File: config.mk
export PLATFORM = sky130hd
export DESIGN_NAME = if_stage
export DESIGN_NICKNAME = d
export VERILOG_FILES = /design/src/rtl/cpu_pkg.sv /design/src/rtl/branch_target_gen.sv /design/src/rtl/if_stage.sv
export SDC_FILE = /design/constraint.sdc
export NUM_CORES = 1
export LEC_CHECK = 0
export ABC_CLOCK_PERIOD_IN_PS = 5040
export BUFFER_PORTS_ARGS = -buffer_cell sky130_fd_sc_hd__buf_4
export CAP_MARGIN = 30
export CORE_MARGIN = 8
export CORE_UTILIZATION = 49
export DETAILED_ROUTE_END_ITERATION = 6
export PLACE_DENSITY_LB_ADDON = 0.15
export SLEW_MARGIN = 20
export SYNTH_ARGS = -nofsm -noshare
export SYNTH_HDL_FRONTEND = slang
export SYNTH_SLANG_ARGS = --single-unit
File: constraint.sdc
create_clock -name clk -period 5.04 [get_ports clk]
set_input_delay 0.756 -clock clk [delete_from_list [all_inputs] [get_ports clk]]
set_output_delay 0.756 -clock clk [all_outputs]
set_load 0.02 [all_outputs]
File: src/rtl/cpu_pkg.sv
// Shared core definitions: datapath widths, branch immediate fields, IF/ID bundle.
// Latency: n/a (types and constants only).
// Backpressure: n/a.
package cpu_pkg;

  localparam int INSTR_W  = 32;
  localparam int ADDR_W   = 64;

  // Branch immediate fields: B uses imm26, CBZ/B.cond use imm19.
  localparam int IMM26_HI = 25;
  localparam int IMM26_LO = 0;
  localparam int IMM19_HI = 23;
  localparam int IMM19_LO = 5;
  localparam int IMM26_W  = IMM26_HI - IMM26_LO + 1;
  localparam int IMM19_W  = IMM19_HI - IMM19_LO + 1;

  localparam logic [ADDR_W-1:0] PC_STEP = 64'd4;

  // IF/ID pipeline bundle handed to decode.
  typedef struct packed {
    logic [INSTR_W-1:0] instr;
    logic [ADDR_W-1:0]  pc;
    logic               valid;
  } fetch_t;

endpackage

File: src/rtl/branch_target_gen.sv
// Branch target generator: picks imm26/imm19, sign-extends, word-scales, adds to br_pc.
// Latency: purely combinational.
// Backpressure: none.
// Ports: uncond_br selects imm26 (B) vs imm19 (CBZ/B.cond); br_instr/br_pc from decode;
//        target = br_pc + (sext(imm) << 2), wrapping modulo 2^64.
module branch_target_gen
  import cpu_pkg::*;
(
  input  logic               uncond_br,
  input  logic [INSTR_W-1:0] br_instr,
  input  logic [ADDR_W-1:0]  br_pc,
  output logic [ADDR_W-1:0]  target
);

  logic [ADDR_W-1:0] imm_sext;
  logic [ADDR_W-1:0] offset;
  // Opcode bits above imm26 carry no target information.
  logic              unused_opcode;

  always_comb begin
    imm_sext = '0;
    if (uncond_br) begin
      imm_sext = {{(ADDR_W-IMM26_W){br_instr[IMM26_HI]}}, br_instr[IMM26_HI:IMM26_LO]};
    end else begin
      imm_sext = {{(ADDR_W-IMM19_W){br_instr[IMM19_HI]}}, br_instr[IMM19_HI:IMM19_LO]};
    end
  end

  // Offsets are in words, so targets from an aligned br_pc stay aligned.
  assign offset        = imm_sext << 2;
  assign target        = br_pc + offset;
  assign unused_opcode = ^br_instr[INSTR_W-1:IMM26_HI+1];

endmodule

File: src/rtl/if_stage.sv
// Instruction fetch: owns the PC, drives imem, holds the IF/ID register and a delivered-instruction count.
// Latency: imem_addr = pc combinationally; the instruction at pc reaches if_id_* one edge later.
// Backpressure: stall freezes pc, IF/ID and fetch_count; a branch seen during a stall is ignored.
// Ports: clk/reset (sync, active-high); imem_addr/imem_rdata instruction memory;
//        stall from hazard unit; br_taken/uncond_br/br_instr/br_pc from decode;
//        if_id_instr/if_id_pc/if_id_valid to decode; fetch_count = instructions delivered valid.
module if_stage
  import cpu_pkg::*;
#(
  parameter logic [ADDR_W-1:0] RESET_PC   = 64'd0,
  parameter bit                DELAY_SLOT = 1'b1,
  parameter int                CNT_W      = 32
) (
  input  logic               clk,
  input  logic               reset,
  output logic [ADDR_W-1:0]  imem_addr,
  input  logic [INSTR_W-1:0] imem_rdata,
  input  logic               stall,
  input  logic               br_taken,
  input  logic               uncond_br,
  input  logic [INSTR_W-1:0] br_instr,
  input  logic [ADDR_W-1:0]  br_pc,
  output logic [INSTR_W-1:0] if_id_instr,
  output logic [ADDR_W-1:0]  if_id_pc,
  output logic               if_id_valid,
  output logic [CNT_W-1:0]   fetch_count
);

  localparam logic [CNT_W-1:0] CNT_ONE = {{(CNT_W-1){1'b0}}, 1'b1};

  logic [ADDR_W-1:0] pc;
  logic [ADDR_W-1:0] br_target;
  logic [CNT_W-1:0]  cnt;
  fetch_t            if_id;
  fetch_t            fetched;
  fetch_t            squashed;

  branch_target_gen u_btg (
    .uncond_br (uncond_br),
    .br_instr  (br_instr),
    .br_pc     (br_pc),
    .target    (br_target)
  );

  assign fetched  = '{instr: imem_rdata, pc: pc, valid: 1'b1};
  // Without a delay slot the instruction fetched alongside the redirect becomes a bubble.
  assign squashed = '{instr: '0, pc: pc, valid: 1'b0};

  always_ff @(posedge clk) begin
    if (reset) begin
      pc    <= RESET_PC;
      if_id <= '0;
      cnt   <= '0;
    end else if (!stall) begin
      if (br_taken) begin
        pc <= br_target;
        if (DELAY_SLOT) begin
          if_id <= fetched;
          cnt   <= cnt + CNT_ONE;
        end else begin
          if_id <= squashed;
        end
      end else begin
        pc    <= pc + PC_STEP;
        if_id <= fetched;
        cnt   <= cnt + CNT_ONE;
      end
    end
  end

  assign imem_addr   = pc;
  assign if_id_instr = if_id.instr;
  assign if_id_pc    = if_id.pc;
  assign if_id_valid = if_id.valid;
  assign fetch_count = cnt;

endmodule

==> key figures <==
Worst hold path
  • Hold Path Stages: 2
  • Hold endpoint: if_id_pc[44]
  • Worst Hold Class: register to register
  • Hold path start: if_id_pc[44]

Place
  • HPWL Detailed: 33700 µm
  • Port bufs: roughly 320
  • Routability cong.: around 0.94
  • Place WS: 0.502 ns

Synth
  • Largest family of logic cells by synthesized area: compound AO/OA/AOI/OAI gates
  • Compound-Gate Fraction of Synth Area: 0.229
  • Synth Area in XOR/XNOR: 0.0461
  • Post-synth EDFFs: 0
  • Synth Area in Adders: 0.0634
  • Post-Synth Simple-Gate Area: 0.224
  • Post-Synthesis Cells: 1644
  • Flops & latches, synth: 193
  • Syn Std Cell Area: 12700 µm²
  • Yosys top cell by area: dfxtp_1
  • Number of library cell types mapped by synthesis: between 70 and 80
  • Syn Nets: 1841
  • Ys Warns: 0
  • Syn avg cell area: 7.75 µm²
  • Post-synth top area share: 0.303
  • Mux contribution to synthesized area: 0.0978
  • Top_reg_cell synth: dfxtp_1
  • Async SR Flop Fraction: 0
  • Top cells by area, synth: dfxtp_1 30%, mux2i_1 8.0%, nor2_1 7.7%
  • Sequential share of the synthesized area: 0.303

Setup path
  • Largest delay contributor family on the critical path: compound AO/OA/AOI/OAI gates
  • Crit Path Class: primary input to register
  • WP data arrival: ~4.5 ns
  • Reg-to-reg setup timing slack: 1.67 ns
  • Crit-path cells: buf_4, nand2b_1, nand2_1, buf_4, ha_1, nand2_1, o21ai_0, a21oi_1, o41ai_1, a21oi_1, a2111oi_2, o211ai_1, a2111o_1, o221ai_1
  • Largest stage delay, worst path: a little under 0.6 ns
  • CP endpoint kind: register
  • CP startpoint kind: primary input
  • RR Endpoint: imem_addr[63]
  • R2R depth: 9
  • Crit-path max FO: 35
  • CP Buf/Inv Count: 2
  • CP max stage cell: a2111oi_2
  • WP data required: between 5 and 6 ns
  • Critical R2R Launch: imem_addr[24]

Cells and area
  • Layout cells sized above 1: 0.211
  • Ant diodes: 0
  • Reg area: 3860 µm²
  • Synth-to-Final Area Change: 24.9%
  • Multi-input gate area in the final layout: 8410 µm²
  • Final Net Count: ~2100
  • Filler cells: 2356

Detailed routing
  • ANT nets after route: 0
  • DRC Markers: 0
  • DR pass1 iterations: 6
  • Post-Route WL: 43600 µm
  • Via count: 13387
  • DR iter-0 viols: about 1500
  • Vias per inst: slightly below 6
  • WL/cell: about 19 µm

Floorplanning
  • Die X: 177 µm
  • # rows: 59
  • Initial Util: 0.495
  • Core area: 25800 µm²
  • I/O Pins: 326
  • Die area: between 30000 and 40000 µm²
  • DIE HEIGHT: 177 µm

Timing
  • Setup TNS: 0 ns
  • RSZ-0062 raised after global routing: no
  • Clock skew: 0.0132 ns
  • # setup viols final: 0
  • Final min period: 4.19 ns
  • Pins Over Slew Limit: 0
  • Slew margin rel.: 0.368
  • Fin crit share: 0.831
  • Slew @ Worst Pin: 0.939 ns
  • Final hold viol count: 0
  • Maximum clock rate: 239 MHz
  • Setup slack after layout: 0.850 ns

Pwr
  • Reg power frac: 0.386
  • Peak supply drop: 190 µV
  • Internal power: around 2.9 mW
  • Cell leakage power: 7.13 nW
  • Clock Power Share: 0.311
  • Logic pwr share: 0.303
  • NetSw: about 1.5 mW
  • Switching Fraction: 0.347
  • Pwr Density: 278 nW/µm²

GRT
  • GRT overflow: 0
  • Vias in the first global route: 12430
  • Total track usage: 0.264
  • First-pass GRT wire length: 67700 µm
  • Largest net degree at the start of global routing: 90
  • Initial antenna violation count: 0

Clock network
  • H-tree depth: 4
  • CTS root buffer: clkbuf_16
  • Max Buffers Root-to-Sink: 2
  • Clock sinks: 193
  • Clock slew at reported path FFs: ~0.070 ns
  • Worst skew pair latency: 0.43 ns
  • TritonCTS Buffers: 17
  • Hold_buf cts: 0
  • CTS tree: yes
  • Post-CTS setup buffer count: 0
  • PostCTS Resize Cnt: 0

Job
  • Max Cap Viol: 0

Status
  • Status: completed
==> state kept, by name, summed over array words and instances, names as in the netlist <==
name and cells:
imem_addr 64, fetch_count 32, if_id_valid 1, if_id_instr 32, if_id_pc 64
==> routing by layer <==
metal,vias up,GRT usage,share of wire
met5,-,0,0
met3,50,0.0420,0.076
met1,6262,0.380,0.47
li1,6515,-,-
met2,560,0.405,0.44
met4,0,0.0653,0.019
==> placed cells by master (no fill, tap or decap), drive strengths merged, types with 27 or more instances in the layout <==
master,instances
buf,331
nor2,260
dfxtp,193
a21oi,160
nand2,130
mux2i,102
o21ai,87
ha,63
nand3,52
a21o,46
nand4,44
nor3,35
xor2,34
xnor2,33
and3,32
inv,32
a31oi,27
==> per-stage QoR <==
step	hold WS (ns)	instance area, µm²	instances	utilization	power (mW)
global route	0.513	15900	2247	0.618	4.64
finish	0.469	15900	2247	0.618	4.43
global placement	0.458	15300	2213	0.593	3.04
CTS	0.472	15900	2247	0.618	4.42
floorplan	0.545	12700	1644	-	2.57
detailed placement	0.458	15300	2215	0.595	3.06
==> kinds of logic after synthesis <==
family,after synthesis
fa+ha+maj,64
simple gates,621
flops,193
mux,122
buf+inv,120
xor+xnor,67
compound gates,457
==> area by class of cell <==
cell class,count,share of cell area
Multi-Input combinational cell,1331,0.529
Sequential cell,193,0.243
Timing Repair Buffer,331,0.159
Clock buffer,18,0.0270
Tap cell,335,0.0263
Clock inverter,14,0.0105
Inverter,25,0.00589
==> worst register-to-register path, stage by stage (launching register included) <==
cell	delay, ns
dfxtp_1	0.52
and3_1	0.34
nand3_2	0.23
or4_1	0.65
nor4_2	0.65
and3_1	0.28
nor2_1	0.05
o21a_1	0.20
a21oi_1	0.19
o221ai_1	0.14
==> synthesized netlist by cell type (all sizes together) (7+ instances only) <==
cell / number
a21o: 46
nand2b: 8
mux2: 20
nand3: 52
o21a: 10
dfxtp: 193
xor2: 34
o221a: 8
o22ai: 7
a21oi: 160
inv: 25
or3: 15
mux2i: 102
ha: 63
o21ai: 87
and4: 11
nand4: 44
nor3: 35
and3: 32
buf: 24
a22oi: 7
a211oi: 13
clkbuf: 71
xnor2: 33
a31oi: 27
nand2: 130
and2: 7
o211ai: 9
nor2: 260
nor4: 8
o21bai: 20
==> power by group through the flow <==
stage	sequential [mW]	clock, mW	combinational [mW]
3_3_place_gp	1.74	0	1.30
3_5_place_dp	1.74	0	1.31
2_1_floorplan	1.80	0	0.765
6_report	1.71	1.38	1.34
5_1_grt	1.72	1.46	1.45
4_1_cts	1.71	1.40	1.32
==> how the worst max path moves through the flow <==
stage	start	endpoint	slack (ns)	cells after the start
after global placement	uncond_br	imem_addr[47]	0.53	13
after detailed placement	uncond_br	imem_addr[47]	0.50	13
final	uncond_br	imem_addr[63]	0.85	14
after floorplan	uncond_br	imem_addr[47]	0.20	14
after CTS	uncond_br	imem_addr[63]	0.94	12
after global routing	uncond_br	imem_addr[63]	0.61	14
No activity file was read; power rests on OpenSTA's default activity.
